`src/rtl/text_scanout_pkg.sv`:
```
// Shared text-mode definitions: screen geometry, VRAM address layout and the
// beam record carried down the scanout pipeline.
package text_pkg;

  localparam int unsigned COLS   = 80;
  localparam int unsigned ROWS   = 30;
  localparam int unsigned CELL_W = 8;
  localparam int unsigned CELL_H = 16;

  typedef logic [15:0] vram_addr_t;
  typedef logic [6:0]  col_t;
  typedef logic [4:0]  row_t;
  typedef logic [11:0] rgb_t;

  // Beam coordinates and timing flags as they travel through the pipeline.
  typedef struct packed {
    logic [2:0] px;
    logic [3:0] gr;
    logic       de;
    logic       hs;
    logic       vs;
    col_t       col;
    row_t       row;
  } beam_t;

  // Idle beam: blank pixel with both syncs deasserted (active-low).
  localparam beam_t BEAM_IDLE = '{px: 3'd0, gr: 4'd0, de: 1'b0, hs: 1'b1,
                                  vs: 1'b1, col: 7'd0, row: 5'd0};

  // VRAM address layout shared with the write-side engines.
  function automatic vram_addr_t text_addr(input row_t row, input col_t col);
    return {4'b0000, row, col};
  endfunction

endpackage

```
`src/rtl/text_scanout_if.sv`:
```
// VRAM read port and font-ROM port used by the text scanout.
interface text_scanout_if;
  import text_pkg::*;

  vram_addr_t  raddr;
  logic [7:0]  rdata;
  logic [11:0] font_addr;
  logic [7:0]  font_data;

  modport master (
    output raddr,
    output font_addr,
    input  rdata,
    input  font_data
  );

  modport slave (
    input  raddr,
    input  font_addr,
    output rdata,
    output font_data
  );

endinterface

```
`src/rtl/text_scanout_cursor_blink.sv`:
```
// Cursor latches and blink timer; everything updates only on the frame tick
// so the cursor is stable for a whole frame.
module cursor_blink
  import text_pkg::*;
#(
  parameter int unsigned BLINK_FRAMES = 30
) (
  input  logic clk,
  input  logic rst,
  input  logic frame_tick,
  input  logic cursor_en,
  input  col_t cursor_x,
  input  row_t cursor_y,
  output logic cursor_on_l,
  output col_t cursor_x_l,
  output row_t cursor_y_l,
  output logic blink_phase
);

  localparam int unsigned CW = (BLINK_FRAMES > 1) ? $clog2(BLINK_FRAMES) : 1;
  localparam logic [CW-1:0] LAST = CW'(BLINK_FRAMES - 1);

  logic [CW-1:0] r_frame_cnt;
  logic          r_blink_phase;
  logic          r_cursor_on;
  col_t          r_cursor_x;
  row_t          r_cursor_y;

  // Frame counter wraps after BLINK_FRAMES ticks and flips the blink phase.
  always_ff @(posedge clk or posedge rst) begin
    if (rst) begin
      r_frame_cnt   <= '0;
      r_blink_phase <= 1'b0;
    end else if (frame_tick) begin
      if (r_frame_cnt == LAST) begin
        r_frame_cnt   <= '0;
        r_blink_phase <= ~r_blink_phase;
      end else begin
        r_frame_cnt <= r_frame_cnt + 1'b1;
      end
    end
  end

  // Capture cursor controls once per frame to avoid mid-frame tearing.
  always_ff @(posedge clk or posedge rst) begin
    if (rst) begin
      r_cursor_on <= 1'b0;
      r_cursor_x  <= '0;
      r_cursor_y  <= '0;
    end else if (frame_tick) begin
      r_cursor_on <= cursor_en;
      r_cursor_x  <= cursor_x;
      r_cursor_y  <= cursor_y;
    end
  end

  assign cursor_on_l = r_cursor_on;
  assign cursor_x_l  = r_cursor_x;
  assign cursor_y_l  = r_cursor_y;
  assign blink_phase = r_blink_phase;

endmodule

```
`src/rtl/text_scanout.sv`:
```
// Text-mode scanout: beam position -> VRAM read -> font lookup -> RGB pixel,
// three registered stages with matching delay lines for the timing flags.
module text_scanout
  import text_pkg::*;
#(
  parameter int unsigned COLS         = text_pkg::COLS,
  parameter int unsigned ROWS         = text_pkg::ROWS,
  parameter logic [11:0] FG           = 12'hFFF,
  parameter logic [11:0] BG           = 12'h000,
  parameter int unsigned BLINK_FRAMES = 30
) (
  input  logic                  clk,
  input  logic                  rst,
  input  logic [9:0]            hcount,
  input  logic [9:0]            vcount,
  input  logic                  active,
  input  logic                  hsync_in,
  input  logic                  vsync_in,
  input  logic                  cursor_en,
  input  logic [6:0]            cursor_x,
  input  logic [4:0]            cursor_y,
  text_scanout_if.master        mem,
  output logic [11:0]           rgb,
  output logic                  de,
  output logic                  hsync_out,
  output logic                  vsync_out
);

  beam_t      w_beam;
  logic       w_frame_tick;

  beam_t      r_s1;
  beam_t      r_s2;
  vram_addr_t r_raddr;
  logic [11:0] r_font_addr;
  rgb_t       r_rgb;
  logic       r_de;
  logic       r_hs;
  logic       r_vs;

  logic       w_cursor_on_l;
  col_t       w_cursor_x_l;
  row_t       w_cursor_y_l;
  logic       w_blink_phase;

  logic       w_bit;
  logic       w_in_range;
  logic       w_cursor_valid;
  logic       w_cursor_hit;
  rgb_t       w_rgb;

  assign w_beam = '{px: hcount[2:0], gr: vcount[3:0], de: active,
                    hs: hsync_in, vs: vsync_in,
                    col: hcount[9:3], row: vcount[8:4]};

  assign w_frame_tick = (hcount == '0) && (vcount == '0);

  cursor_blink #(
    .BLINK_FRAMES (BLINK_FRAMES)
  ) u_cursor_blink (
    .clk         (clk),
    .rst         (rst),
    .frame_tick  (w_frame_tick),
    .cursor_en   (cursor_en),
    .cursor_x    (cursor_x),
    .cursor_y    (cursor_y),
    .cursor_on_l (w_cursor_on_l),
    .cursor_x_l  (w_cursor_x_l),
    .cursor_y_l  (w_cursor_y_l),
    .blink_phase (w_blink_phase)
  );

  // S0: VRAM read address, issued every cycle including blanking.
  always_ff @(posedge clk or posedge rst) begin
    if (rst) begin
      r_raddr <= '0;
    end else begin
      r_raddr <= text_addr(w_beam.row, w_beam.col);
    end
  end

  // S1: font-ROM address from the returned character and its glyph row.
  always_ff @(posedge clk or posedge rst) begin
    if (rst) begin
      r_font_addr <= '0;
    end else begin
      r_font_addr <= {mem.rdata, r_s1.gr};
    end
  end

  // Beam delay lines; reset to blank with syncs deasserted so flushed
  // pipeline contents never reach the output as visible pixels.
  always_ff @(posedge clk or posedge rst) begin
    if (rst) begin
      r_s1 <= BEAM_IDLE;
      r_s2 <= BEAM_IDLE;
    end else begin
      r_s1 <= w_beam;
      r_s2 <= r_s1;
    end
  end

  assign w_bit          = mem.font_data[3'd7 - r_s2.px];
  assign w_in_range     = (32'(r_s2.col) < COLS) && (32'(r_s2.row) < ROWS);
  assign w_cursor_valid = (32'(w_cursor_x_l) < COLS) && (32'(w_cursor_y_l) < ROWS);
  assign w_cursor_hit   = w_cursor_on_l && w_blink_phase && w_cursor_valid &&
                          (r_s2.col == w_cursor_x_l) && (r_s2.row == w_cursor_y_l) &&
                          (r_s2.gr[3:1] == 3'b111);

  // Pixel colour: blanking forces black, cells off-screen show background,
  // the underline cursor inverts the glyph bit on the last two glyph rows.
  always_comb begin
    w_rgb = BG;
    if (!r_s2.de) begin
      w_rgb = '0;
    end else if (!w_in_range) begin
      w_rgb = BG;
    end else if (w_bit ^ w_cursor_hit) begin
      w_rgb = FG;
    end
  end

  // S2: registered pixel and timing outputs.
  always_ff @(posedge clk or posedge rst) begin
    if (rst) begin
      r_rgb <= '0;
      r_de  <= 1'b0;
      r_hs  <= 1'b1;
      r_vs  <= 1'b1;
    end else begin
      r_rgb <= w_rgb;
      r_de  <= r_s2.de;
      r_hs  <= r_s2.hs;
      r_vs  <= r_s2.vs;
    end
  end

  assign mem.raddr     = r_raddr;
  assign mem.font_addr = r_font_addr;
  assign rgb           = r_rgb;
  assign de            = r_de;
  assign hsync_out     = r_hs;
  assign vsync_out     = r_vs;

endmodule

```
`src/flat_wrapper.sv`:
```
// flat-port wrapper written by rule: the top's interface ports become plain ports
module text_scanout_flat import text_pkg::*;
#(
  parameter int unsigned COLS         = text_pkg::COLS,
  parameter int unsigned ROWS         = text_pkg::ROWS,
  parameter logic [11:0] FG           = 12'hFFF,
  parameter logic [11:0] BG           = 12'h000,
  parameter int unsigned BLINK_FRAMES = 30
)
  (clk, rst, hcount, vcount, active, hsync_in, vsync_in, cursor_en, cursor_x, cursor_y, rgb, de, hsync_out, vsync_out, mem_raddr, mem_font_addr, mem_rdata, mem_font_data);
  text_scanout_if mem_i ();
  input  logic clk;
  input  logic rst;
  input  logic [9:0] hcount;
  input  logic [9:0] vcount;
  input  logic active;
  input  logic hsync_in;
  input  logic vsync_in;
  input  logic cursor_en;
  input  logic [6:0] cursor_x;
  input  logic [4:0] cursor_y;
  output logic [11:0] rgb;
  output logic de;
  output logic hsync_out;
  output logic vsync_out;
  output wire logic [$bits(mem_i.raddr)-1:0] mem_raddr;
  output wire logic [$bits(mem_i.font_addr)-1:0] mem_font_addr;
  input wire logic [$bits(mem_i.rdata)-1:0] mem_rdata;
  input wire logic [$bits(mem_i.font_data)-1:0] mem_font_data;
  assign mem_raddr = mem_i.raddr;
  assign mem_font_addr = mem_i.font_addr;
  assign mem_i.rdata = mem_rdata;
  assign mem_i.font_data = mem_font_data;
  text_scanout #(.COLS(COLS), .ROWS(ROWS), .FG(FG), .BG(BG), .BLINK_FRAMES(BLINK_FRAMES)) u_core (.clk(clk), .rst(rst), .hcount(hcount), .vcount(vcount), .active(active), .hsync_in(hsync_in), .vsync_in(vsync_in), .cursor_en(cursor_en), .cursor_x(cursor_x), .cursor_y(cursor_y), .mem(mem_i), .rgb(rgb), .de(de), .hsync_out(hsync_out), .vsync_out(vsync_out));
endmodule
```
`config.mk`:
```
export PLATFORM = sky130hd
export DESIGN_NAME = text_scanout_flat
export DESIGN_NICKNAME = d
export VERILOG_FILES = /design/src/rtl/text_scanout_pkg.sv /design/src/rtl/text_scanout_if.sv /design/src/rtl/text_scanout_cursor_blink.sv /design/src/rtl/text_scanout.sv /design/src/flat_wrapper.sv
export SDC_FILE = /design/constraint.sdc
export NUM_CORES = 1
export LEC_CHECK = 0
export ABC_AREA = 1
export CAP_MARGIN = 40
export CORE_MARGIN = 2
export CORE_UTILIZATION = 49
export DETAILED_ROUTE_END_ITERATION = 8
export PLACE_DENSITY = 0.88
export SKIP_CTS_REPAIR_TIMING = 1
export SLEW_MARGIN = 15
export SYNTH_ARGS = -nofsm -noshare
export SYNTH_HDL_FRONTEND = slang
export SYNTH_SLANG_ARGS = --single-unit
```
`constraint.sdc`:
```
create_clock -name clk -period 4.09 [get_ports clk]
set_input_delay 0.818 -clock clk [delete_from_list [all_inputs] [get_ports clk]]
set_output_delay 0.818 -clock clk [all_outputs]
set_load 0.05 [all_outputs]
```
**Word level (Yosys, flattened, before mapping)**

Index checks and enable logic that the tools add are counted.

- Word-level logic and storage cells: 55
- Flip-flop bits (word level): 102
- Bits of input ports: 54
- Output and inout port bits: 43

- Magnitude comparators: 5
- Equality and inequality tests: 4
- Reduce and logical (&&, ||, !) cells: 11
- $add $sub $neg: 2
- Bitwise logic cells: 2
- Mux-type cells: 6

Operators with widths:

| operator | number |
|---|---|
| 2-to-1 mux 12 bit | 3 |
| logical NOT 10 bit | 2 |
| < comparator 7 bit (second input constant) | 2 |
| < comparator 5 bit (second input constant) | 2 |
| logical AND 1 bit | 8 |
| equality test 7 bit | 1 |
| adder 5 x 1 -> 5 bit (second input constant) | 1 |
| equality test 5 bit | 1 |
| equality test 5 bit (second input constant) | 1 |
| 2-to-1 mux 5 bit | 1 |
| < comparator 3 x 4 -> 1 bit (second input constant) | 1 |
| binary-select mux 1 bit (select 3 bit) | 1 |
| equality test 3 bit (second input constant) | 1 |
| subtractor 3 bit (first input constant) | 1 |
| AND reduction 2 bit | 1 |
| 2-to-1 mux 1 bit | 1 |
| NOT 1 bit | 1 |
| XOR 1 bit | 1 |

**Logic depth before layout (Yosys ltp)**

- Word-level depth: 10
- Gate-level depth with buffers: 9
- Mapped depth without buffers: 9

**Modules after synthesis**

Synthesis repeated with hierarchy kept, for this count alone.

- Cell total of the unflattened synthesis: 296
- Area total of the unflattened synthesis: 2916.5 um2

Modules (own cells, without submodules):

| module | sequential area each (um2) | area an instance (um2) | cells each | instances |
|---|---|---|---|---|
| text_scanout | 1408.9 | 2102.0 | 200 | 1 |
| cursor_blink | 475.5 | 814.5 | 96 | 1 |

**Worst setup path after synthesis**

Ideal clock, no wire load.

- Path kind: reg-to-output
- From: reg u_core.r_rgb[10], in the netlist u_core.rgb[10]
- To: out rgb[10]
- Required time: 3.272 ns
- Stages on the path, launching flop included: 2
- Buffers on the path: 1
- Slack: 2.204 ns
- Arrival: 1.068 ns
- Cell sequence: dfrtp_1 -> buf_4

RTL lines:

| item | RTL line | source |
|---|---|---|
| start, declared | text_scanout.sv:36 | `rgb_t r_rgb;` |
| start signal, assigned | text_scanout.sv:131 | `r_rgb <= w_rgb;` |
| end, declared | flat_wrapper.sv:22 | `output logic [11:0] rgb;` |

No word-level cell between the ends.

==> flow_summary.ini <==
[status]
status = finished clean

[detailed_routing]
routed_wl_um = 5620
via_per_inst = 4.68
wire_per_inst_um = 12.6
drt-pass1-iter-count = 4
vias = 2082
drt_iter0_markers = 126
drc_errors = 0
ant_nets = 0

[clock_tree]
tritoncts = yes
root_buffer = clkbuf_8
numCtsBuffers = 9
h-tree-depth = 3
clk_pin_slew_ps = 90
clk_latency_ps = 350
cts_sinks = 75
clk_path_buf_depth = 2

[sta]
finalHoldViolations = 0
final.setup.tns_ps = 0
grt_setup_unrepaired = no
max_freq_mhz = 392
fin_crit_ps = 2550
tightest_slew_ps = 521
period_share_pct = 62.4
setup_viol = 0
maxSlewViolCount = 0
skew_ps = 6.77
holdWs_ps = 350
max_slew_margin_pct = 65.1

[die]
num_rows = 28
ios = 97
fp.dieH_um = 81.5
initial_core_util_pct = 50.3
coreArea_sq_mm = 0.00585
die_area_sq_mm = 0.00664
die_w_um = 81.5

[synth]
synth_top_area_cell = dfrtp_1
synth.ff_latch_count = 75
synth_warnings = 0
ys_seq_area_share_pct = 64.1
synth_edf_count = 0
ys_async_sr_fraction_pct = 100
avgSynthCellArea_sq_um = 10.1
synth_most_common_cell = nand2_1
synthTopCellsByArea = dfrtp_1 59%, nand2_1 11%, buf_4 7.9%, dfstp_2 5.4%, inv_1 3.7%
synth_flop_cell = dfrtp_1
synth_top_area_share_pct = 58.7
synthCells = 290
synth_common_cells = 84 x nand2_1, 69 x dfrtp_1, 31 x buf_4
syn_area_sq_mm = 0.00294
ys_types = 25

[worst_setup_path]
cp_slowest_cell = clkdlybuf4s50_1
max_stage_delay_ps = 870
crit_family = buffers and inverters
cp.arrival_ps = 1730
crit_path_end_kind = output pin
start_kind = flop
cp_max_fo = 12
required_ps = 3270
crit_buf_inv = 1
cp_cell_sequence = clkdlybuf4s50_1
worstSetupPathType = flop to output pin

[power_and_ir_drop]
combPwrFrac_pct = 14.1
switchingPower_mw = 0.436
seqPwrFrac_pct = 49.5
leakage_nw = 1.88
clkPwrFrac_pct = 36.4
peakVddDrop_v = 0.000291
p_total_mw = 1.59
powerDensity_mw_per_mm2 = 403
internal_power_mw = 1.15
p_sw_share_pct = 27.4

[min_path]
hold_path_class = flop to flop

[global_route]
grt_antenna_before_repair = 0
grt.met2_usage_pct = 31.5
grt_max_degree = 35
grt.busiest_layer = met2
grt_pass1_wl_um = 9250
grt_use_total_pct = 19.3
grt_pass1_vias = 2044
globalRouteMet1Util_pct = 23.1
grt-ovfl-total = 0
use_met3_pct = 6.59

[place]
post-dp-hpwl_um = 4340
io_buffers = 92
gp_congestion = 0.869

[finish]
area_growth_pct = 34.2
drive_above_1_share_pct = 9.19
nNetsFinal = 421
diodes = 0
post-route-util_pct = 67.5

[flow_run]
drv_cap = 0
==> layer usage <==
layer  part of all wire [%]  routed length (um)
met1                     40                2280
met2                     50                2830
met3                    7.0                 392
met4                    2.2                 123
met5                      0                   0
==> final cells by class <==
cell class / instances / area (sq um)
clock inverters: 7 / 81.3
clock buffers: 9 / 124
multi-input cells: 154 / 691
well taps: 75 / 93.8
flip-flops and latches: 75 / 1880
repair buffers: 95 / 956
inverters: 30 / 118
fillers: 452 / 1900
==> layout by cell type, fill, tap and decap left out, types with 2 or more instances in the layout <==
cell type,Yosys,final
conb_1,1,4
clkinv_4,1,2
dfstp_2,6,6
clkdlybuf4s50_1,0,92
nand3_1,9,9
nand2_1,84,84
clkbuf_8,0,9
dfrtp_1,69,69
inv_1,29,28
inv_6,0,3
o21ai_2,4,4
buf_4,31,2
xnor2_1,2,2
nor2_1,24,24
o21ai_0,14,14
ha_1,2,2
or2_1,2,2
==> power groups by stage <==
stage,combinational (mW),sequential (mW),clock [mW]
2_1_floorplan,0.120,0.820,0
3_3_place_gp,0.221,0.800,0
3_5_place_dp,0.226,0.802,0
4_1_cts,0.226,0.787,0.597
5_1_grt,0.238,0.791,0.623
6_report,0.224,0.787,0.579
==> stage by stage <==
step | cells | worst slack (ps) | instance area [sq um]
after global placement | 428 | 1670 | 3720
final | 445 | 1540 | 3950
after global routing | 445 | 1440 | 3950
after floorplan | 293 | 1370 | 2950
after detailed placement | 429 | 1580 | 3740
after CTS | 445 | 1500 | 3950
==> cells by family (layout without fill, tap and decap cells) <==
| group | after synthesis | after routing | synth area share [%] |
|---|---|---|---|
| simple gates | 125 | 125 | 17.3 |
| fa+ha+maj | 2 | 2 | 0.851 |
| buf+inv | 64 | 141 | 12.8 |
| other cells | 1 | 4 | 0.127 |
| xor+xnor | 3 | 3 | 0.893 |
| flops | 75 | 75 | 64.1 |
| compound gates | 20 | 20 | 3.91 |
==> final timing paths <==
check | start | end | slack (ps) | cells after the start
min in group asynchronous | rst | u_core.mem.font_addr[8] | 790 | 2
worst min-delay path | u_core.r_s1[18] | u_core.mem.font_addr[3] | 350 | 0
worst min register to register | u_core.r_s1[18] | u_core.mem.font_addr[3] | 350 | 0
worst max register to register | u_core.u_cursor_blink.r_frame_cnt[0] | u_core.u_cursor_blink.r_frame_cnt[0] | 2690 | 5
max in group asynchronous | rst | u_core.u_cursor_blink.cursor_x_l[3] | 2490 | 4
worst max-delay path | u_core.rgb[10] | rgb[1] | 1540 | 1
==> flip-flops by register name (all words and copies together) (netlist names), 2 cells and up <==
signal,count
u_core.mem.font_addr,12
u_core.r_s2,18
u_core.mem.raddr,2
u_core.r_s1,20
u_core.u_cursor_blink.cursor_x_l,7
u_core.u_cursor_blink.cursor_y_l,5
u_core.u_cursor_blink.r_frame_cnt,5
Note: power is estimated with default switching activity, not from simulation.
